**src/rtl/dft16_stage_ctrl.sv**
```systemverilog
// Frame sequencer for the 16-point to 8-point DFT butterfly stage.
// Loads 32 serial samples (16 fa, then 16 fb) into a bank. Waits for the
// combinational stage to settle, strobes the external capture register,
// then drains 32 result indices with a valid/ready handshake.
module dft16_stage_ctrl #(
  parameter int unsigned SETTLE_CYC = 2,
  parameter int unsigned NTW_SET    = 4
) (
  input  logic                       clk,
  input  logic                       rst_n,
  input  logic [19:0]                cfg_trun,
  input  logic                       in_valid,
  output logic                       in_ready,
  input  logic [8:0]                 in_data,
  output logic [143:0]               fa_bus,
  output logic [143:0]               fb_bus,
  output logic [19:0]                trun,
  output logic [$clog2(NTW_SET)-1:0] tw_set,
  output logic                       cap_en,
  output logic                       out_valid,
  input  logic                       out_ready,
  output logic [4:0]                 out_sel,
  output logic                       out_last,
  output logic                       frame_done,
  output logic                       busy
);

  localparam int unsigned TW_W = $clog2(NTW_SET);

  typedef enum logic [1:0] {
    S_LOAD    = 2'd0,
    S_SETTLE  = 2'd1,
    S_CAPTURE = 2'd2,
    S_DRAIN   = 2'd3
  } state_t;

  state_t              r_state;
  state_t              w_state_nxt;
  logic [4:0]          r_cnt;
  logic [3:0]          r_settle;
  logic [31:0][8:0]    r_bank;
  logic [19:0]         r_trun;
  logic [TW_W-1:0]     r_tw_set;
  logic                r_frame_done;

  logic                w_in_hs;
  logic                w_out_hs;
  logic                w_cnt_last;
  logic                w_settle_last;

  assign w_in_hs       = in_valid  && (r_state == S_LOAD);
  assign w_out_hs      = out_ready && (r_state == S_DRAIN);
  assign w_cnt_last    = (r_cnt == 5'd31);
  assign w_settle_last = (r_settle == 4'(SETTLE_CYC - 1));

  // State register
  always_ff @(posedge clk) begin
    if (!rst_n) begin
      r_state <= S_LOAD;
    end else begin
      r_state <= w_state_nxt;
    end
  end

  // Next-state decode and state-derived handshake/strobe outputs
  always_comb begin
    w_state_nxt = r_state;
    in_ready    = 1'b0;
    cap_en      = 1'b0;
    out_valid   = 1'b0;
    out_last    = 1'b0;
    out_sel     = '0;
    busy        = 1'b1;
    case (r_state)
      S_LOAD: begin
        in_ready = 1'b1;
        busy     = 1'b0;
        if (w_in_hs && w_cnt_last) begin
          w_state_nxt = S_SETTLE;
        end
      end
      S_SETTLE: begin
        if (w_settle_last) begin
          w_state_nxt = S_CAPTURE;
        end
      end
      S_CAPTURE: begin
        cap_en      = 1'b1;
        w_state_nxt = S_DRAIN;
      end
      S_DRAIN: begin
        out_valid = 1'b1;
        out_sel   = r_cnt;
        out_last  = w_cnt_last;
        if (w_out_hs && w_cnt_last) begin
          w_state_nxt = S_LOAD;
        end
      end
      default: begin
        w_state_nxt = S_LOAD;
      end
    endcase
  end

  // Slot/result counter, settle timer, sample bank, trun and twiddle-set registers
  always_ff @(posedge clk) begin
    if (!rst_n) begin
      r_cnt        <= '0;
      r_settle     <= '0;
      r_bank       <= '0;
      r_trun       <= '0;
      r_tw_set     <= '0;
      r_frame_done <= 1'b0;
    end else begin
      r_frame_done <= 1'b0;

      // Settle timer only runs in SETTLE and is cleared everywhere else
      if (r_state == S_SETTLE) begin
        r_settle <= r_settle + 4'd1;
      end else begin
        r_settle <= '0;
      end

      if (w_in_hs) begin
        r_bank[r_cnt] <= in_data;
        if (r_cnt == 5'd0) begin
          r_trun <= cfg_trun;
        end
        r_cnt <= w_cnt_last ? 5'd0 : r_cnt + 5'd1;
      end

      if (w_out_hs) begin
        r_cnt <= w_cnt_last ? 5'd0 : r_cnt + 5'd1;
        if (w_cnt_last) begin
          // NTW_SET is a power of two, so natural overflow gives the modulo wrap
          r_tw_set     <= r_tw_set + 1'b1;
          r_frame_done <= 1'b1;
        end
      end
    end
  end

  assign fa_bus     = r_bank[15:0];
  assign fb_bus     = r_bank[31:16];
  assign trun       = r_trun;
  assign tw_set     = r_tw_set;
  assign frame_done = r_frame_done;

endmodule
```
**config.mk**
```make
export PLATFORM = sky130hd
export DESIGN_NAME = dft16_stage_ctrl
export DESIGN_NICKNAME = d
export VERILOG_FILES = /design/src/rtl/dft16_stage_ctrl.sv
export SDC_FILE = /design/constraint.sdc
export NUM_CORES = 1
export LEC_CHECK = 0
export CORE_AREA = 4 4 226 228
export CTS_BUF_LIST = sky130_fd_sc_hd__clkbuf_4
export DETAILED_ROUTE_END_ITERATION = 8
export DIE_AREA = 0 0 230 232
export PLACE_DENSITY = 0.55
export SYNTH_ARGS = -nofsm -noshare
export SYNTH_HDL_FRONTEND = slang
export SYNTH_SLANG_ARGS = --single-unit
```
**constraint.sdc**
```tcl
create_clock -name clk -period 1.9 [get_ports clk]
set_clock_uncertainty 0.15 [all_clocks]
set_input_delay 0.285 -clock clk [delete_from_list [all_inputs] [get_ports clk]]
set_output_delay 0.285 -clock clk [all_outputs]
set_load 0.05 [all_outputs]
```
==> impl_metrics.py, run 1 <==
metrics = {
    "timing": {
        "drv_slew": 0,
        "fmax_ghz": 0.4108,
        "min_period_ns": 2.435,
        "relSlewSlack": 0.5383,
        "period_share": 1.281,
        "finalWorstSetupSlack_ns": -0.5346,
        "worst_slew_pin_slew_ns": 0.6925,
        "rsz0062_at_grt": "yes",
        "hold_viol": 0,
        "setup_viol": 266,
    },
    "route": {
        "wirelength_mm": 43.39,
        "vias_per_cell": 4.255,
        "drt_first_pass_iters": 4,
        "drt_iter0_drc": 342,
        "wl_per_cell_um": 18.12,
        "wl_met1_mm": 18.19,
        "antenna_left": 0,
        "wl_met2_mm": 21.02,
        "routed-wl-met3_mm": 3.020,
        "route.vias.total": 10190,
        "drc": 0,
        "top_layer": "met5",
    },
    "synth": {
        "syn_inst": 1159,
        "syn_avg_cell_area_um2": 10.48,
        "ys_ff_latch": 322,
        "synth_nets": 1205,
        "synth_seq_area_share": 0.5305,
        "synth_area_um2": 12150,
        "synth_cell_types": 35,
        "yosysWarnings": 0,
    },
    "power": {
        "p_leak_nw": 7.854,
        "irDropWorstVdd_v": 0.0003510,
        "cellPowerDensity_nw_per_um2": 734.8,
        "p_total_mw": 14.60,
    },
    "floorplan": {
        "die_w_um": 230,
        "rows": 81,
        "io_pins": 354,
        "core_area_um2": 48850,
        "start_util": 0.2487,
        "die-area_um2": 53360,
        "die_h_um": 232,
    },
    "clock_network": {
        "clk_path_buf_depth": 3,
        "clock-sinks": 322,
        "cts_made_buffers": 87,
        "clockRootBuffer": "clkbuf_4",
        "clk_pin_slew_worst_paths_ns": 0.07,
        "clkLatencyLatePin_ns": 0.76,
        "htree_levels": 3,
        "cts_tree": "built",
    },
    "worst_setup_path": {
        "cp-endpoint": "out_last",
        "cp.arrival_ns": 2.00,
        "reg2reg_to": "fb_bus[45]$_SDFFE_PN0P_",
        "startpoint_type": "register",
        "worstSetupPathDepth": 6,
        "worstSetupStartpoint": "r_cnt[1]$_SDFFE_PN0P_",
        "cp_max_fo": 2,
        "r2r_slack_ns": -0.16,
        "required_ns": 1.46,
        "max_stage_delay_ns": 0.34,
        "criticalPathCategory": "register to output port",
        "r2r_cells": 11,
        "crit_family": "flip-flops",
        "worst_path_max_delay_cell": "dfxtp_2",
        "path_cells": "ha_4 -> and3_4 -> ha_4 -> buf_6 -> and2_4 -> buf_12",
        "timing.rr.start": "r_state[1]$_SDFFE_PN0P_",
        "cpMostUsedCell": "ha_4",
        "critPathBufInv": 2,
        "end_kind": "output port",
    },
    "run_status": {
        "violations": "setup timing",
        "outcome": "complete, but fails checks",
    },
    "finish": {
        "layout_common_cells": "nand2_1 (334), mux2i_1 (310), buf_6 (219)",
        "finalNetCount": 1714,
        "fin_cells": 2395,
        "areaGrowthSynthToFinish_pct": 63.53,
        "final_common_cell": "nand2_1",
        "drive_above_1_share": 0.4534,
    },
    "placement": {
        "place_congestion": 0.7474,
        "io_buffers": 353,
        "dp.cells": 2188,
        "pre_cts_ws_ns": -0.1983,
        "dp_hpwl_mm": 28.31,
    },
    "global_routing": {
        "antenna_found_initial": 5,
        "grt_pass1_vias": 10390,
        "gr-usage-all-layers": 0.1530,
        "grt_pass1_wl_mm": 62.87,
        "grt_max_degree": 92,
        "grt_overflow": 0,
    },
    "worst_hold_path": {
        "min_path_type": "input pin to register",
    },
    "flow_run": {
        "max-cap-violations": 0,
    },
}
## power breakdown
part / leakage [nW] / internal (mW) / switching, mW / total (mW)
Combinational: 4.50 / 0.443 / 0.718 / 1.16
Sequential: 2.66 / 6.82 / 0.0476 / 6.87
Clock: 0.690 / 3.70 / 2.87 / 6.57
Total: 7.85 / 11.0 / 3.64 / 14.6
## through the flow
| step | util | cell area [um2] | TNS [ns] | hold WS (ns) |
|---|---|---|---|---|
| 2_1_floorplan | - | 12200 | -0.0004123 | 0.2772 |
| 3_3_place_gp | 0.3443 | 16820 | -31.12 | 0.2916 |
| 3_5_place_dp | 0.3443 | 16820 | -31.37 | 0.2976 |
| 4_1_cts | 0.3988 | 19480 | -4.471 | 0.0004245 |
| 5_1_grt | 0.4067 | 19870 | -47.40 | 0.05930 |
| 6_report | 0.4067 | 19870 | -23.04 | 0.1492 |
## cells by family (layout without fill, tap and decap cells)
logic type      count (synthesis)  count (layout)  synth area share
other cells                     0               2                 0
buf+inv                        86             655           0.03264
simple gates                  413             414            0.1580
fa+ha+maj                      13              13           0.01339
compound gates                  9               9          0.005560
mux                           312             312            0.2570
flops                         322             322            0.5305
xor+xnor                        4               4          0.002884
## worst min-delay path by stage
stage                        startpoint                        to  slack, ns  depth (start not counted)
3_5_place_dp   fa_bus[127]$_SDFFE_PN0P_  fa_bus[127]$_SDFFE_PN0P_       0.30                          2
5_1_grt                      in_data[6]    fa_bus[6]$_SDFFE_PN0P_       0.06                          4
4_1_cts                      in_data[6]  fb_bus[123]$_SDFFE_PN0P_     0.0004                          4
3_3_place_gp      trun[16]$_SDFFE_PN0P_     trun[16]$_SDFFE_PN0P_       0.29                          2
6_report                     in_data[6]  fb_bus[123]$_SDFFE_PN0P_       0.15                          4
2_1_floorplan               cfg_trun[0]      trun[0]$_SDFFE_PN0P_       0.28                          2
## layer usage
metal,vias to the layer above,track usage
met5,-,0
met4,4,0.06163
met3,80,0.04895
met2,325,0.2584
met1,4873,0.1807
li1,4909,-
## final cells by class
cell class	instances	area, um2
timing repair buffer	498	5702
clock inverter	17	172.7
fill	4808	28980
inverter	7	31.28
antenna	2	5.005
tap	664	830.8
sequential	322	6604
clock buffer	133	998.5
multi-input combinational	752	5525
## cells in the mapped netlist, drive strengths merged
library cell	number	area (um2)
o21ai	3	15.01
or3b	1	8.760
and2	6	37.54
a31oi	1	6.260
a222oi	1	10.01
ha	13	162.7
nand4	5	56.31
a22oi	1	21.27
or4b	1	10.01
a21oi	3	15.01
and3	1	6.260
or3	1	6.260
nand4b	4	77.58
clkbuf	60	225.2
or4	1	7.510
nand2	345	1298
mux2i	312	3123
nand2b	2	12.51
xor2	3	26.28
nor2	39	359.1
dfxtp	322	6446
inv	7	26.28
buf	19	145.1
or2	4	25.02
nand3	3	15.01
xnor2	1	8.760
## timing repair
action / in CTS / in global routing
hold endpoints to repair: 322 / 0
buffers inserted: 12 / 16
resized for setup: 408 / 37
hold buffers: 23 / 0
pin swaps: 8 / 18
cloned: 0 / 7
endpoints found under the setup margin: 237 / 223
## worst min-delay path: cells and delay by family
family,cells,cell delay [ns]
buffers and inverters,2,0.58
AND/OR/NAND/NOR,1,0.09
multiplexers,1,0.09
## state kept, by name, summed over array words and instances, names as in the netlist
signal	cells
trun	20
r_cnt	5
fb_bus	144
frame_done	1
fa_bus	144
tw_set	2
r_settle	4
r_state	2
No activity file was read; power rests on OpenSTA's default activity.
==> run 2, diff against run 1 <==
PLACE_DENSITY = unset   (was 0.55)
PLACE_DENSITY_LB_ADDON = 0.08   (was unset)
==> run 2 against run 1 <==
Compared with the run above:
- the flow still finishes with violations (setup timing)
- register-to-register slack gained 0.14 ns
- sequential share of layout area up 0.80 points
- via count down 2.6%
- setup slack improved by 0.019 ns
- sequential cell count did not move
- critical endpoint unchanged
- worst hold slack lost 0.0099 ns
- combinational power is essentially flat
- sequential power is essentially flat
- core utilization decreased by 1.3 points
==> impl_metrics.py, run 2 (synthesis results as in run 1) <==
metrics = {
    "power": {
        "irDropWorstVdd_v": 0.0004694,
        "p_leak_nw": 7.608,
        "cellPowerDensity_nw_per_um2": 733.7,
    },
    "finish": {
        "layout_common_cells": "nand2_1 (334), mux2i_1 (311), dfxtp_1 (243)",
        "design_area_um2": 19230,
        "drive_above_1_share": 0.4240,
        "finalNetCount": 1707,
        "areaGrowthSynthToFinish_pct": 58.27,
        "final_common_cell": "nand2_1",
    },
    "timing": {
        "finalWorstSetupSlack_ns": -0.5161,
        "relSlewSlack": 0.6849,
        "period_share": 1.272,
        "rsz0062_at_grt": "yes",
        "min_period_ns": 2.416,
        "hold_viol": 0,
        "setup_viol": 12,
        "fmax_ghz": 0.4139,
        "holdWs_ns": 0.1393,
        "drv_slew": 0,
        "worst_slew_pin_slew_ns": 0.4709,
    },
    "global_routing": {
        "grt_max_degree": 47,
        "antenna_found_initial": 1,
        "grt_pass1_vias": 10480,
        "grt_pass1_wl_mm": 65.27,
        "grt_overflow": 0,
        "gr-usage-all-layers": 0.1597,
    },
    "clock_network": {
        "htree_levels": 3,
        "clock-sinks": 322,
        "cts_made_buffers": 94,
        "clk_path_buf_depth": 3,
        "clkLatencyLatePin_ns": 0.79,
        "clk_pin_slew_worst_paths_ns": 0.06,
        "cts_tree": "built",
        "clockRootBuffer": "clkbuf_4",
    },
    "route": {
        "antenna_left": 0,
        "drt_first_pass_iters": 5,
        "wirelength_mm": 43.86,
        "drc": 0,
        "wl_per_cell_um": 18.52,
        "vias_per_cell": 4.190,
        "route.vias.total": 9923,
        "drt_iter0_drc": 279,
    },
    "flow_run": {
        "max-cap-violations": 0,
    },
    "placement": {
        "place_area_um2": 16920,
        "io_buffers": 353,
        "place_congestion": 0.7272,
        "dp_hpwl_mm": 29.41,
        "pre_cts_ws_ns": -0.1717,
    },
    "worst_setup_path": {
        "cp_max_fo": 3,
        "criticalPathCategory": "register to output port",
        "required_ns": 1.46,
        "startpoint_type": "register",
        "end_kind": "output port",
        "r2r_slack_ns": -0.02,
        "cp.arrival_ns": 1.98,
    },
    "floorplan": {
        "die_h_um": 232,
        "die_w_um": 230,
        "rows": 81,
        "io_pins": 354,
        "die-area_um2": 53360,
        "core_area_um2": 48850,
        "start_util": 0.2487,
    },
    "worst_hold_path": {
        "min_path_type": "input pin to register",
    },
    "run_status": {
        "outcome": "complete, but fails checks",
        "violations": "setup timing",
    },
}
==> run 2: worst paths after layout <==
path,cells after the start,from,endpoint
worst min-delay path,3,out_ready,frame_done$_SDFF_PN0_
worst min register to register,2,fa_bus[6]$_SDFFE_PN0P_,fa_bus[6]$_SDFFE_PN0P_
worst max register to register,9,r_cnt[1]$_SDFFE_PN0P_,r_state[1]$_SDFFE_PN0P_
worst max-delay path,6,r_cnt[1]$_SDFFE_PN0P_,out_last
==> run 2: critical path: stages, from the launching register on <==
cell     delay, ns
dfxtp_2       0.33
ha_4          0.15
and3_4        0.15
ha_4          0.16
buf_6         0.11
and2_4        0.15
buf_12        0.14
==> run 2: layout make-up <==
type / count / area (um2)
diodes: 1 / 2.502
clock buffers: 131 / 983.4
clock inverters: 7 / 63.81
fillers: 4925 / 29620
inverters: 7 / 31.28
multi-input cells: 751 / 5499
flip-flops and latches: 322 / 6545
well taps: 664 / 830.8
repair buffers: 485 / 5275
==> run 2: stage by stage <==
step           setup TNS [ns]  std cells    util  power, mW
2_1_floorplan      -0.0004123       1159       -      7.570
3_3_place_gp           -29.39       2197  0.3463      8.047
3_5_place_dp           -34.94       2197  0.3463      8.054
4_1_cts                -4.099       2361  0.3892      14.44
5_1_grt                -4.195       2368  0.3937      14.91
6_report               -2.705       2368  0.3937      14.11
==> run 2: power breakdown <==
group / switching [mW] / internal [mW]
registers: 0.0388 / 6.82
clock network: 2.90 / 3.22
logic: 0.709 / 0.425
==> run 2: metal layers <==
metal,vias to the layer above,share of wire,global-route usage
met5,-,0,0
met3,79,0.057,0.04686
li1,4868,-,-
met4,0,0.027,0.06408
met1,4709,0.45,0.1983
met2,267,0.47,0.2612
==> run 2: repair_timing <==
item,in CTS,in global routing
hold buffers,21,0
gates cloned,0,2
pin swaps,7,7
resized for setup,252,40
setup endpoints to repair,197,182
hold endpoints to repair,268,0
buffers inserted,6,5
==> run 3, diff against run 2 <==
ABC_AREA = 1   (was unset)
CORE_AREA = 4 4 220 222   (was 4 4 226 228)
DIE_AREA = 0 0 224 226   (was 0 0 230 232)
SKIP_CTS_REPAIR_TIMING = 1   (was unset)
==> run 3 against run 2 <==
Compared with the run above:
- the flow still finishes with violations (setup timing)
- setup slack gained 0.11 ns
- count of clock-buffer cells in the layout shrank 1
- area after synthesis shrank 5.6%
- critical endpoint unchanged
==> impl_metrics.py, run 3 <==
metrics = {
    "finish": {
        "finalNetCount": 2055,
        "multi_input_area_um2": 4715,
        "design_area_um2": 18380,
        "seq_area_um2": 6561,
        "areaGrowthSynthToFinish_pct": 60.28,
        "layout_common_cells": "nor2_1 (631), o21ai_0 (303), dfxtp_1 (234)",
        "final_common_cell": "nor2_1",
        "fin_cells": 2660,
        "fillers": 4765,
        "drive_above_1_share": 0.3654,
    },
    "flow_run": {
        "max-cap-violations": 0,
    },
    "floorplan": {
        "io_pins": 354,
        "die_h_um": 226,
        "core_area_um2": 46360,
        "start_util": 0.2474,
        "die-area_um2": 50620,
        "die_w_um": 224,
        "rows": 79,
    },
    "global_routing": {
        "gr-max-usage-layer": "met2",
        "antenna_found_initial": 3,
        "grt_use_met3": 0.06031,
        "grt_pass1_vias": 11040,
        "grt_max_degree": 95,
        "grt_overflow": 0,
        "grt_use_met1": 0.2256,
        "gr-usage-all-layers": 0.1780,
        "grt_pass1_wl_mm": 69.12,
        "grtUsageMet2": 0.2886,
    },
    "placement": {
        "place_area_um2": 15830,
        "dp_hpwl_mm": 30.93,
        "place_congestion": 0.7290,
        "pre_cts_ws_ns": -0.2723,
        "io_buffers": 353,
        "dp.cells": 2472,
    },
    "synth": {
        "syn_inst": 1490,
        "synthArstFlopShare": 0,
        "synth_top_area_frac": 0.5621,
        "yosysTopAreaCell": "dfxtp_1",
        "yosysWarnings": 0,
        "synth.most_common_cell": "nor2_1",
        "synth_area_leaders": "dfxtp_1 (56%), nor2_1 (21%), o21ai_0 (14%)",
        "syn_avg_cell_area_um2": 7.697,
        "synth_seq_area_share": 0.5621,
        "yosys_most_used_dff": "dfxtp_1",
        "synthTopCellsByCount": "nor2_1 (646), dfxtp_1 (322), o21ai_0 (310), clkbuf_1 (61), nand2_1 (33)",
        "ys_ff_latch": 322,
        "synth_cell_types": 23,
        "synth_edf_count": 0,
        "synth_nets": 1536,
        "synth_area_um2": 11470,
    },
    "power": {
        "p_leak_nw": 8.422,
        "irDropWorstVdd_v": 0.0005211,
        "cellPowerDensity_nw_per_um2": 968.5,
    },
    "clock_network": {
        "cts_tree": "built",
        "clk_pin_slew_worst_paths_ns": 0.06,
        "cts_made_buffers": 94,
        "clk_path_buf_depth": 3,
        "htree_levels": 3,
        "clockRootBuffer": "clkbuf_4",
        "clock-sinks": 322,
        "clkLatencyLatePin_ns": 0.81,
    },
    "timing": {
        "setup_viol": 11,
        "rsz0062_at_grt": "yes",
        "relSlewSlack": 0.5957,
        "min_period_ns": 2.308,
        "drv_slew": 0,
        "worst_slew_pin_slew_ns": 0.6065,
        "period_share": 1.215,
        "setup-tns-final_ns": -2.809,
        "fmax_ghz": 0.4334,
        "hold_viol": 0,
        "finalWorstSetupSlack_ns": -0.4076,
    },
    "worst_hold_path": {
        "hold_path.startpoint": "rst_n",
        "min_path_type": "input pin to register",
    },
    "run_status": {
        "violations": "setup timing",
        "outcome": "complete, but fails checks",
    },
    "route": {
        "drt_iter0_drc": 518,
        "antenna_left": 0,
        "route.vias.total": 11620,
        "wirelength_mm": 47.47,
        "wl_per_cell_um": 17.85,
        "vias_per_cell": 4.368,
        "drc": 0,
        "drt_first_pass_iters": 5,
    },
    "worst_setup_path": {
        "cp_max_fo": 4,
        "end_kind": "output port",
        "required_ns": 1.46,
        "criticalPathCategory": "register to output port",
        "worstSetupStartpoint": "r_cnt[1]$_SDFFE_PN0P_",
        "startpoint_type": "register",
        "cp.arrival_ns": 1.87,
        "timing.rr.start": "r_cnt[2]$_SDFFE_PN0P_",
    },
}
run 3: changes by cell type after synthesis, moves of 5 or more:
cell	delta
buf_6	-6
clkinv_1	+13
and2_1	-6
mux2i_1	-312
a21oi_1	+6
nor2_4	-23
nor2_1	+636
nand2_1	-311
inv_1	+17
o21ai_0	+307
nand3_1	+5
inv_2	+21
run 3: per-stage QoR:
step | total power [mW] | utilization | hold WS [ns]
2_1_floorplan | 9.800 | - | 0.2699
3_3_place_gp | 11.35 | 0.3415 | 0.3037
3_5_place_dp | 11.36 | 0.3415 | 0.3159
4_1_cts | 17.63 | 0.3637 | -0.4666
5_1_grt | 18.77 | 0.3965 | 0.1542
6_report | 17.80 | 0.3965 | 0.2391
run 3: final timing paths:
check                             endpoint  slack [ns]  cells after the start
setup reg to reg  fa_bus[131]$_SDFFE_PN0P_       -0.02                      6
hold reg to reg   fb_bus[129]$_SDFFE_PN0P_        0.33                      2
setup / recovery                  out_last       -0.41                      7
hold / removal    fa_bus[118]$_SDFFE_PN0P_        0.24                      4
run 3: routing by layer:
layer,share of wire,vias to the layer above,routed length [um]
met1,0.44,5364,20790
li1,-,5844,-
met2,0.47,335,22540
met5,0,-,0
met3,0.068,75,3223
met4,0.019,0,922
run 3: area by class of cell:
cell class / instances / area share
antenna: 3 / 0.0004084
clock buffer: 130 / 0.05309
clock inverter: 7 / 0.002859
inverter: 58 / 0.01355
multi-input combinational: 1041 / 0.2565
sequential: 322 / 0.3570
tap: 607 / 0.04132
timing repair buffer: 491 / 0.2749
timing repair inverter: 1 / 0.0004084
run 3: power breakdown:
part           internal, mW  leakage [nW]  switching (mW)
Clock                  3.19         0.627            2.90
Sequential             7.18          2.64           0.285
Combinational          1.49          5.15            2.75
Total                  11.9          8.42            5.94
run 3: worst max-delay path, cell delays in order, from the launching register on:
cell and delay, ns:
dfxtp_4 0.38, ha_4 0.15, inv_4 0.04, nor2_4 0.10, ha_4 0.16, nand2_2 0.05, inv_2 0.06, buf_12 0.13
run 3: cells by family (layout without fill, tap and decap cells):
group	count (synthesis)	after routing	synth area share
compound gates	321	321	0.1401
xor+xnor	2	2	0.001528
fa+ha+maj	13	13	0.01418
buf+inv	127	687	0.04309
flops	322	322	0.5621
other cells	0	3	0
simple gates	705	705	0.2390
